<file path="src/rtl/adc_conversion_scheduler.sv">
// Purpose : arbitrates two requesters and a periodic CH0/CH1 auto-scan onto one MCP3002 conversion engine.
// Latency : req_ack in cycle n, conv_start in n+1, resp_valid no earlier than n+3 (one conversion in flight).
// Backpres: requesters hold req until req_ack; resp_valid is a pulse with no backpressure.
//
// Ports:
//   clk, rst                 clock and synchronous active-high reset
//   req, req_ch, req_ack     requester levels, channel select per requester, one-cycle grant pulses
//   auto_en                  enables the periodic auto-scan
//   conv_start, conv_ch      one-cycle start pulse and channel to the SPI-level engine
//   conv_done, conv_data     completion pulse and result from the engine
//   resp_valid/id/data/err   one-cycle result to the granted requester (data 0 on timeout)
//   latest_ch0, latest_ch1   last successful auto-scan sample per channel
//   busy                     high whenever a conversion is being sequenced
module adc_conversion_scheduler #(
   parameter int PERIOD  = 1000,
   parameter int TIMEOUT = 64,
   parameter int DW      = 10
) (
   input  logic          clk,
   input  logic          rst,
   input  logic [1:0]    req,
   input  logic [1:0]    req_ch,
   output logic [1:0]    req_ack,
   input  logic          auto_en,
   output logic          conv_start,
   output logic          conv_ch,
   input  logic          conv_done,
   input  logic [DW-1:0] conv_data,
   output logic          resp_valid,
   output logic          resp_id,
   output logic [DW-1:0] resp_data,
   output logic          resp_err,
   output logic [DW-1:0] latest_ch0,
   output logic [DW-1:0] latest_ch1,
   output logic          busy
);

   localparam int PW = $clog2(PERIOD);
   localparam int TW = $clog2(TIMEOUT);
   localparam logic [PW-1:0] PERIOD_LAST  = PW'(PERIOD - 1);
   localparam logic [TW-1:0] TIMEOUT_LAST = TW'(TIMEOUT - 1);

   typedef enum logic [1:0] {IDLE, ISSUE, WAIT, RESP} state_t;
   typedef enum logic [1:0] {SRC_REQ0, SRC_REQ1, SRC_AUTO} src_t;

   state_t        state;
   src_t          src;
   logic          rr;        // 0: requester 0 wins a tie, 1: requester 1 wins
   logic          auto_ch;   // channel of the next auto-scan conversion
   logic [PW-1:0] pcnt;
   logic          auto_due;
   logic [TW-1:0] tcnt;

   logic gnt_r0;
   logic gnt_r1;
   logic gnt_auto;

   // Grant decision, only meaningful in IDLE. Auto-scan only fills idle slots.
   always_comb begin
      gnt_r0   = 1'b0;
      gnt_r1   = 1'b0;
      gnt_auto = 1'b0;
      if (state == IDLE) begin
         case (req)
            2'b01:   gnt_r0 = 1'b1;
            2'b10:   gnt_r1 = 1'b1;
            2'b11: begin
               if (rr) gnt_r1 = 1'b1;
               else    gnt_r0 = 1'b1;
            end
            default: gnt_auto = auto_due;
         endcase
      end
   end

   // Period timer. A wrap in the same cycle as an auto grant re-arms auto_due,
   // so that wrap is not lost; wraps while already pending simply collapse.
   always_ff @(posedge clk) begin
      if (rst || !auto_en) begin
         pcnt     <= '0;
         auto_due <= 1'b0;
      end else if (pcnt == PERIOD_LAST) begin
         pcnt     <= '0;
         auto_due <= 1'b1;
      end else begin
         pcnt <= pcnt + PW'(1);
         if (gnt_auto) auto_due <= 1'b0;
      end
   end

   // Sequencer. All outputs are registered, so each port shows the effect of a
   // state's decision in the following cycle (resp_* are visible during RESP).
   always_ff @(posedge clk) begin
      if (rst) begin
         state      <= IDLE;
         src        <= SRC_REQ0;
         rr         <= 1'b0;
         auto_ch    <= 1'b0;
         tcnt       <= '0;
         req_ack    <= '0;
         conv_start <= 1'b0;
         conv_ch    <= 1'b0;
         resp_valid <= 1'b0;
         resp_id    <= 1'b0;
         resp_data  <= '0;
         resp_err   <= 1'b0;
         latest_ch0 <= '0;
         latest_ch1 <= '0;
         busy       <= 1'b0;
      end else begin
         req_ack    <= '0;
         conv_start <= 1'b0;
         resp_valid <= 1'b0;
         resp_id    <= 1'b0;
         resp_data  <= '0;
         resp_err   <= 1'b0;

         case (state)
            IDLE: begin
               if (gnt_r0) begin
                  src     <= SRC_REQ0;
                  conv_ch <= req_ch[0];
                  req_ack <= 2'b01;
               end else if (gnt_r1) begin
                  src     <= SRC_REQ1;
                  conv_ch <= req_ch[1];
                  req_ack <= 2'b10;
               end else if (gnt_auto) begin
                  src     <= SRC_AUTO;
                  conv_ch <= auto_ch;
               end
               if (gnt_r0 || gnt_r1 || gnt_auto) begin
                  state <= ISSUE;
                  busy  <= 1'b1;
               end
               // Priority only rotates when both requesters actually contended.
               if (req == 2'b11) rr <= ~rr;
            end

            ISSUE: begin
               conv_start <= 1'b1;
               tcnt       <= '0;
               state      <= WAIT;
            end

            WAIT: begin
               // conv_done wins over a timeout reached in the same cycle.
               if (conv_done || (tcnt == TIMEOUT_LAST)) begin
                  state <= RESP;
                  if (src == SRC_AUTO) begin
                     if (conv_done) begin
                        if (conv_ch) latest_ch1 <= conv_data;
                        else         latest_ch0 <= conv_data;
                     end
                     auto_ch <= ~auto_ch;
                  end else begin
                     resp_valid <= 1'b1;
                     resp_id    <= (src == SRC_REQ1);
                     resp_err   <= ~conv_done;
                     resp_data  <= conv_done ? conv_data : '0;
                  end
               end else if (tcnt != TIMEOUT_LAST) begin
                  tcnt <= tcnt + TW'(1);
               end
            end

            RESP: begin
               state <= IDLE;
               busy  <= 1'b0;
            end

            default: state <= IDLE;
         endcase
      end
   end

endmodule

</file>
<file path="config.mk">
export PLATFORM = sky130hd
export DESIGN_NAME = adc_conversion_scheduler
export DESIGN_NICKNAME = d
export VERILOG_FILES = /design/src/rtl/adc_conversion_scheduler.sv
export SDC_FILE = /design/constraint.sdc
export NUM_CORES = 1
export LEC_CHECK = 0
export BUFFER_PORTS_ARGS = -buffer_cell sky130_fd_sc_hd__clkbuf_2
export CAP_MARGIN = 20
export CORE_MARGIN = 2
export CORE_UTILIZATION = 44
export DETAILED_ROUTE_END_ITERATION = 12
export PLACE_DENSITY = 0.7
export SLEW_MARGIN = 20
export SYNTH_ARGS = -nofsm -noshare
export SYNTH_HDL_FRONTEND = slang
export SYNTH_SLANG_ARGS = --single-unit
</file>
<file path="constraint.sdc">
create_clock -name clk -period 1.55 [get_ports clk]
set_input_delay 0.155 -clock clk [delete_from_list [all_inputs] [get_ports clk]]
set_output_delay 0.155 -clock clk [all_outputs]
set_load 0.03 [all_outputs]
</file>
==> reports/results.tsv, run 1 <==
metric	value	unit
drt_first_pass_iters	4	
hp-start	conv_data[8]	
coreArea	5170	um^2
p_sw_share	28.7	%
timing.hold.ws	0.0498	ns
hold_viol	0	
grt_pass1_vias	1765	
power	4.17	mW
p_comb_share	21.3	%
worstReg2RegStart	state[0]$_SDFFE_PP0P_	
r2r_cells	7	
cts_buffers	9	
synth_edf_count	0	
slew_headroom	74.5	%
fin_worst_skew	0.00514	ns
critPathMaxFanout	6	
cts_sinks	61	
post_cts_buffers	0	
period_needed	1.51	ns
p_leak	1.40	nW
drt_wl_total	5.05	mm
fmax	661	MHz
htreeDepth	3	
seqPwrFrac	41.3	%
final_common_cell	dfxtp_1	
final_antenna_net_count	0	
seq_area	1230	um^2
cts-root-buf	clkbuf_8	
drt-wirelength-per-cell	12.8	um
synth_area	2380	um^2
endpoint_kind	register	
antenna_found_initial	0	
power.density	1300	nW/um^2
period_share	97.6	%
arrival	1.73	ns
hold_class	in -> reg	
n_antenna_cell	0	
p_clk_share	37.5	%
drive_gt1_share	34.5	%
ctsLongestPathBuffers	2	
grt_use_total	17.5	%
nFillCells	448	
p_sw	1.20	mW
yosysUniqueCellTypes	41	
status	finished, final reports clean	
p_int	2.97	mW
cap_violations	0	
cts_tree	done	
dp_hpwl	3.44	mm
final_max_slew_viol_count	0	
grt_max_degree	31	
drc	0	
fp.dieW	77.6	um
syn_to_final_growth	34.1	%
io_buffers	55	
grt_first_pass_wirelength	8.21	mm
synthesis.nets	266	
multi_input_area	1160	um^2
synth_area_leaders	dfxtp_1 51%, mux2i_1 8.8%, nor2_1 6.5%	
gp_congestion	0.834	
layout_common_cells	59 x dfxtp_1, 55 x clkbuf_2, 41 x nor2_1, 20 x mux2i_1, 16 x buf_4	
drt-initial-drc-count	49	
grt_setup_unrepaired	true	
yosysWarnings	0	
setup_violations	0	
synthCells	242	
via_count	1962	
worstSkewPairLatency	0.34	ns
yosysTopAreaCell	dfxtp_1	
synth_top_area_share	51.3	%
final_nets	344	
seq_area_frac_synth	51.3	%
whs_endpoint	resp_data[8]$_SDFF_PP0_	
synthFlopType	dfxtp_1	
r2r_setup_slack	0.04	ns
path_clk_slew	0.07	ns
ir_worst_vdd	0.651	mV
synth_area_per_cell	9.84	um^2
dieArea	6020	um^2
vias_per_cell	4.97	
worstSetupStartpointType	register	
io_pins	56	
grt-ovfl-total	0	
ys_ff_latch	61	
start_util	46.1	%
rows	26	
worst_pin_slew	0.380	ns
critPathKind	reg -> reg	
cts_hold_buf	0	
worstReg2RegEnd	latest_ch0[7]$_SDFFE_PP0P_	
crit_required	1.77	ns
synth-async-reset-ratio	0	%
die_h	77.6	um
holdPathStages	2	
==> sequential cells by signal, indices dropped and copies added (netlist names), 2 cells and up <==
name and flops:
state 2, src 2, req_ack 2, tcnt 6, latest_ch0 10, pcnt 10
resp_data 10, latest_ch1 10
==> synth_stat cells, types with 2 or more instances <==
library cell	number
a21oi_1	8
and2_1	10
and3_1	2
buf_4	2
clkbuf_1	3
dfxtp_1	61
ha_1	6
inv_1	9
mux2i_1	21
nand2_1	13
nand3_1	11
nand4_1	3
nor2_1	41
nor3_1	4
nor3b_2	2
o21ai_0	6
o31ai_1	3
o41ai_1	2
or3_1	5
xnor2_1	6
xor2_1	4
==> per-stage QoR <==
stage | TNS [ns] | area (um^2) | worst slack (ns) | std cells | util, %
floorplan | 0 | 2390 | 0.0153 | 242 | -
global placement | 0 | 2870 | 0.0265 | 378 | 55.4
detailed placement | -0.0685 | 2870 | -0.0450 | 378 | 55.4
CTS | 0 | 3100 | 0.000400 | 394 | 60.0
global route | -0.172 | 3200 | -0.0348 | 395 | 61.8
finish | 0 | 3200 | 0.0378 | 395 | 61.8
==> logic make-up (layout without fill, tap and decap cells) <==
group                      Yosys count  after routing  synth area share (%)
xor gates and xnor gates            10             10                  3.68
buffers and inverters               17            100                  3.36
AOI/OAI and AO/OA                   27             27                  8.93
and+or+nand+nor                    100            100                  20.8
adders and majority gates            6              6                  3.15
muxes                               21             21                  8.82
DFF                                 61             61                  51.3
==> final cells by class <==
| class | instances | share of cell area (%) |
|---|---|---|
| clock inverters | 7 | 3.05 |
| clock buffers | 9 | 3.88 |
| well taps | 70 | 2.74 |
| repair buffers | 74 | 14.4 |
| multi-input cells | 164 | 36.4 |
| flip-flops and latches | 61 | 38.4 |
| inverters | 10 | 1.17 |
==> worst max-delay path: stages (launching register included) <==
cell and delay [ns]:
dfxtp_2 0.33, inv_2 0.06, ha_4 0.17, nand2_4 0.08, nor3b_4 0.32, clkbuf_16 0.22
mux2i_1 0.17, nor2_1 0.05
==> power by group through the flow <==
stage | Sequential (mW) | Combinational (mW) | Clock [mW]
after floorplan | 1.82 | 0.404 | 0
after global placement | 1.73 | 0.769 | 0
after detailed placement | 1.74 | 0.786 | 0
after CTS | 1.71 | 0.808 | 1.59
after global routing | 1.73 | 0.974 | 1.66
final | 1.72 | 0.887 | 1.56
==> layer usage <==
metal | global-route usage (%) | wire length [um]
met1 | 21.9 | 2360
met2 | 27.0 | 2310
met3 | 4.42 | 259
met4 | 10.4 | 119
met5 | 0 | 0
==> what timing repair did <==
item,in CTS,in global routing
pin swaps,0,6
setup endpoints to repair,3,23
cloned,0,1
resized for setup,3,15
==> worst max path at each step <==
stage                     slack (ns)                          to  cells past startpoint                  start
after detailed placement       -0.05        conv_ch$_SDFFE_PP0P_                      6  state[0]$_SDFFE_PP0P_
final                           0.04  latest_ch0[7]$_SDFFE_PP0P_                      7  state[0]$_SDFFE_PP0P_
after global routing           -0.03  latest_ch0[7]$_SDFFE_PP0P_                      7  state[0]$_SDFFE_PP0P_
after CTS                     0.0004        tcnt[5]$_SDFFE_PP0P_                      6  state[0]$_SDFFE_PP0P_
after global placement          0.03        conv_ch$_SDFFE_PP0P_                      6  state[0]$_SDFFE_PP0P_
after floorplan                 0.02        tcnt[5]$_SDFFE_PP0P_                      7  state[0]$_SDFFE_PP0P_
Note: power is estimated with default switching activity, not from simulation.
==> inputs of run 2 (changes only) <==
CORE_UTILIZATION = 47   (was 44)
PLACE_DENSITY = 0.74   (was 0.7)
==> run 2 against run 1 <==
Net effect:
- non-clock buffer count fell by 2
- design area decreased by 3.2%
- global-route usage rose by 2.0 points
- die area is 6.1% lower
- clock skew barely moved
- routed wire length decreased by 1.4%
- via count fell by 1.6%
- cell count is 1.3% lower
- power is 5.6% lower
- utilization rose by 2.4 points
- largest power group unchanged
- critical path depth unchanged
- flip-flop and latch count is the same
==> reports/results.tsv, run 2 (same netlist as run 1, synthesis figures left out) <==
metric	value	unit
worstReg2RegStart	state[0]$_SDFFE_PP0P_	
worstSkewPairLatency	0.34	ns
period_share	95.9	%
die_h	75.2	um
io_pins	56	
ctsLongestPathBuffers	2	
final_common_cell	dfxtp_1	
p_comb_share	20.8	%
via_count	1930	
htreeDepth	3	
final_nets	342	
grt_use_total	19.4	%
grt_max_degree	26	
hold_class	in -> reg	
rows	25	
vias_per_cell	4.95	
fin_area	3090	um^2
final_antenna_net_count	0	
p_int	2.79	mW
critPathMaxFanout	5	
grt_pass1_vias	1796	
drt_wl_total	4.98	mm
r2r_cells	7	
nFillCells	417	
drt-wirelength-per-cell	12.8	um
hp-start	conv_data[8]	
worstSetupStartpointType	register	
grt-ovfl-total	0	
hold_viol	0	
crit_required	1.82	ns
n_antenna_cell	0	
p_clk_share	35.7	%
drc	0	
fin_worst_skew	0.00503	ns
worstReg2RegEnd	tcnt[2]$_SDFFE_PP0P_	
seq_area	1220	um^2
critPathKind	reg -> reg	
holdPathStages	2	
drt_first_pass_iters	6	
start_util	49.5	%
p_leak	1.37	nW
p_sw_share	29.0	%
dpl-instance-area	2860	um^2
ir_worst_vdd	0.835	mV
dp_hpwl	3.50	mm
cap_violations	0	
status	finished, final reports clean	
period_needed	1.49	ns
cts_buffers	9	
setup_violations	0	
fmax	673	MHz
critPathLaunch	state[0]$_SDFFE_PP0P_	
grt_first_pass_wirelength	8.09	mm
antenna_found_initial	0	
r2r_setup_slack	0.06	ns
dieArea	5650	um^2
seqPwrFrac	43.5	%
slew_headroom	65.3	%
final_max_slew_viol_count	0	
power	3.93	mW
coreArea	4820	um^2
endpoint_kind	register	
p_sw	1.14	mW
fp.dieW	75.2	um
syn_to_final_growth	29.8	%
drt-initial-drc-count	96	
grt_setup_unrepaired	false	
layout_common_cells	59 x dfxtp_1, 55 x clkbuf_2, 41 x nor2_1, 21 x mux2i_1, 15 x buf_4	
cts-root-buf	clkbuf_8	
whs_endpoint	resp_data[8]$_SDFF_PP0_	
cts_sinks	61	
power.density	1270	nW/um^2
gp_congestion	0.839	
io_buffers	55	
worst_pin_slew	0.515	ns
arrival	1.75	ns
multi_input_area	1120	um^2
path_clk_slew	0.07	ns
cts_tree	done	
drive_gt1_share	32.8	%
run 2: routing by layer:
metal  track usage, %  up-vias  part of all wire [%]
li1                 -      985                     -
met3             4.82       13                   5.3
met5                0        -                     0
met1             23.1      878                    45
met4             12.3        0                   2.8
met2             31.5       54                    47
run 2: critical path, cell delays in order (launching register included):
cell and delay [ns]:
dfxtp_2 0.34, buf_4 0.12, ha_2 0.17, or2_4 0.13, o211ai_4 0.08, buf_4 0.16, or3_1 0.30, a21oi_1 0.12
run 2: power by group through the flow:
stage,clock network (mW),registers [mW],logic (mW)
final,1.40,1.71,0.817
after floorplan,0,1.82,0.404
after CTS,1.44,1.70,0.792
after global placement,0,1.73,0.761
after detailed placement,0,1.73,0.778
after global routing,1.52,1.72,0.918
run 2: repair_timing:
| item | in CTS | in global routing |
|---|---|---|
| buffers inserted | 0 | 0 |
| hold buffers | 0 | 0 |
| pin swaps | 0 | 4 |
| setup endpoints to repair | 2 | 26 |
| resized for setup | 1 | 8 |
run 2: worst max path at each step:
stage | end | slack [ns]
global placement | tcnt[5]$_SDFFE_PP0P_ | 0.04
global route | latest_ch0[2]$_SDFFE_PP0P_ | 0.002
detailed placement | tcnt[5]$_SDFFE_PP0P_ | -0.01
CTS | tcnt[5]$_SDFFE_PP0P_ | 0.004
finish | tcnt[2]$_SDFFE_PP0P_ | 0.06
floorplan | tcnt[5]$_SDFFE_PP0P_ | 0.02
run 2: per-stage QoR:
step | cells | utilization [%] | worst slack, ns | TNS [ns] | hold slack (ns)
6_report | 390 | 64.2 | 0.0642 | 0 | 0.0399
5_1_grt | 390 | 64.2 | 0.00166 | 0 | 0.0404
4_1_cts | 390 | 63.6 | 0.00445 | 0 | 0.0300
3_5_place_dp | 374 | 59.3 | -0.00999 | -0.00999 | 0.388
3_3_place_gp | 374 | 59.3 | 0.0426 | 0 | 0.394
2_1_floorplan | 242 | - | 0.0153 | 0 | 0.234
run 2: layout make-up:
class,instances,area share [%]
clock buffers,10,4.45
clock inverters,6,2.02
inverters,10,1.21
multi-input cells,164,36.2
flip-flops and latches,61,39.6
well taps,67,2.71
repair buffers,72,13.8
==> inputs of run 3 (changes only) <==
CORE_ASPECT_RATIO = 0.9   (was not set)
clock period = 1.3 ns   (was 1.55 ns; I/O delays follow)
==> run 3 against run 2 <==
Net effect:
- the flow now finishes with violations (setup timing)
- die area barely moved
- power is 17% higher
- worst hold slack lost 0.020 ns
- via count rose by 4.3%
- combinational power increased by 32%
- global-route usage grew 0.72 points
- clock-buffer cell count is 1 higher
- critical path depth is the same
- design area grew 8.2%
- critical path type unchanged
- register-to-register slack lost 0.22 ns
- utilization rose by 4.6 points
- clock skew is 0.0022 ns higher
==> reports/results.tsv, run 3 (same netlist as run 1, synthesis figures left out) <==
metric	value	unit
n_antenna_cell	0	
holdPathStages	2	
dp_hpwl	3.66	mm
crit_required	1.57	ns
period_needed	1.45	ns
p_int	3.23	mW
worstSkewPairLatency	0.34	ns
p_comb_share	23.5	%
power	4.61	mW
cts_sinks	61	
cts_hold_buf	0	
io_buffers	55	
critPathKind	reg -> reg	
cap_violations	0	
drc	0	
period_share	112	%
power.density	1380	nW/um^2
dieArea	5650	um^2
worst_pin_slew	0.420	ns
cts_tree	done	
drt_first_pass_iters	4	
worstReg2RegEnd	tcnt[5]$_SDFFE_PP0P_	
drive_gt1_share	41.2	%
critPathLaunch	state[0]$_SDFFE_PP0P_	
syn_to_final_growth	40.4	%
htreeDepth	3	
drt-wirelength-per-cell	12.8	um
endpoint_kind	register	
start_util	49.0	%
fp.dieW	79.0	um
violations	setup timing	
grt-ovfl-total	0	
critPathMaxFanout	7	
setup_violations	39	
fmax	688	MHz
grt_max_degree	31	
grt_use_total	20.2	%
fin_worst_skew	0.00721	ns
nFillCells	380	
antenna_found_initial	0	
final_max_slew_viol_count	0	
grt_pass1_vias	1930	
layout_common_cells	55 x dfxtp_1, 55 x clkbuf_2, 41 x nor2_1, 34 x buf_4, 21 x mux2i_1	
timing.final.ws_setup	-0.154	ns
p_clk_share	32.1	%
preCtsSetupSlack	-0.146	ns
final_nets	364	
seqPwrFrac	44.4	%
rows	24	
hp-start	conv_data[3]	
io_pins	56	
ir_worst_vdd	0.937	mV
p_sw_share	30.1	%
whs_endpoint	resp_data[3]$_SDFF_PP0_	
hold_class	in -> reg	
grt_setup_unrepaired	true	
r2r_cells	7	
final_antenna_net_count	0	
p_leak	1.45	nW
gp_congestion	0.835	
worstReg2RegStart	state[0]$_SDFFE_PP0P_	
coreArea	4860	um^2
grt_first_pass_wirelength	8.76	mm
die_h	71.5	um
r2r_setup_slack	-0.15	ns
via_count	2013	
worstSetupStartpointType	register	
hold_viol	0	
arrival	1.73	ns
slew_headroom	71.8	%
cts-root-buf	clkbuf_8	
p_sw	1.39	mW
ctsLongestPathBuffers	2	
path_clk_slew	0.07	ns
cts_buffers	9	
status	complete, but fails checks	
vias_per_cell	4.91	
setup_tns	-2.84	ns
drt-initial-drc-count	136	
drt_wl_total	5.24	mm
## run 3: cell types whose count changed in the layout (fill, tap and decap cells not counted), moves of 2 or more
cell,delta
buf_4,+19
dfxtp_1,-4
buf_6,+3
dfxtp_2,+3
a21oi_1,-2
a21oi_2,+2
ha_4,+2
nand3_4,+2
or3_1,-2
or3_4,+2
## run 3: critical path, stage by stage (launching register included)
cell and delay (ns):
dfxtp_2 0.35, inv_2 0.05, ha_4 0.18, nand2_4 0.07, buf_6 0.10, o211ai_4 0.10, or4_1 0.41, a21oi_1 0.13
## run 3: power groups by stage
stage	clock [mW]	sequential (mW)	combinational, mW
after floorplan	0	2.19	0.518
after global placement	0	2.08	0.985
after detailed placement	0	2.09	1.00
after CTS	1.53	2.04	1.07
after global routing	1.60	2.06	1.19
final	1.48	2.05	1.08
## run 3: layer usage
layer | vias to the layer above | routed length (um) | GRT usage [%]
met1 | 923 | 2320 | 24.1
li1 | 1026 | - | -
met2 | 58 | 2500 | 32.7
met3 | 6 | 364 | 8.82
met5 | - | 0 | 0
met4 | 0 | 59 | 6.90
## run 3: metrics by stage
| step | cell area [um^2] | utilization (%) | instances | hold slack, ns |
|---|---|---|---|---|
| 3_3_place_gp | 3050 | 62.6 | 391 | 0.367 |
| 6_report | 3340 | 68.8 | 410 | 0.0202 |
| 2_1_floorplan | 2440 | - | 242 | 0.209 |
| 3_5_place_dp | 3050 | 62.6 | 391 | 0.367 |
| 5_1_grt | 3340 | 68.8 | 410 | 0.0242 |
| 4_1_cts | 3280 | 67.4 | 408 | 0.00254 |
## run 3: final cells by class
type / count / area [um^2] / area share (%)
Clock inverter: 5 / 36.3 / 1.08
Timing Repair Buffer: 94 / 604 / 18.1
Sequential cell: 61 / 1230 / 36.8
Tap cell: 65 / 81.3 / 2.43
Inverter: 10 / 37.5 / 1.12
Multi-Input combinational cell: 164 / 1210 / 36.3
Clock buffer: 11 / 141 / 4.23
## run 3: worst max-delay path by stage
stage,end,depth (start not counted)
3_5_place_dp,tcnt[1]$_SDFFE_PP0P_,7
6_report,tcnt[5]$_SDFFE_PP0P_,7
5_1_grt,latest_ch0[6]$_SDFFE_PP0P_,7
2_1_floorplan,tcnt[5]$_SDFFE_PP0P_,7
4_1_cts,tcnt[5]$_SDFFE_PP0P_,7
3_3_place_gp,tcnt[5]$_SDFFE_PP0P_,7
## run 3: timing repair
item                                    CTS  global route
pin swaps                                 6             3
buffers inserted                          1             2
endpoints found under the setup margin   51            53
gates resized for setup                  12            11
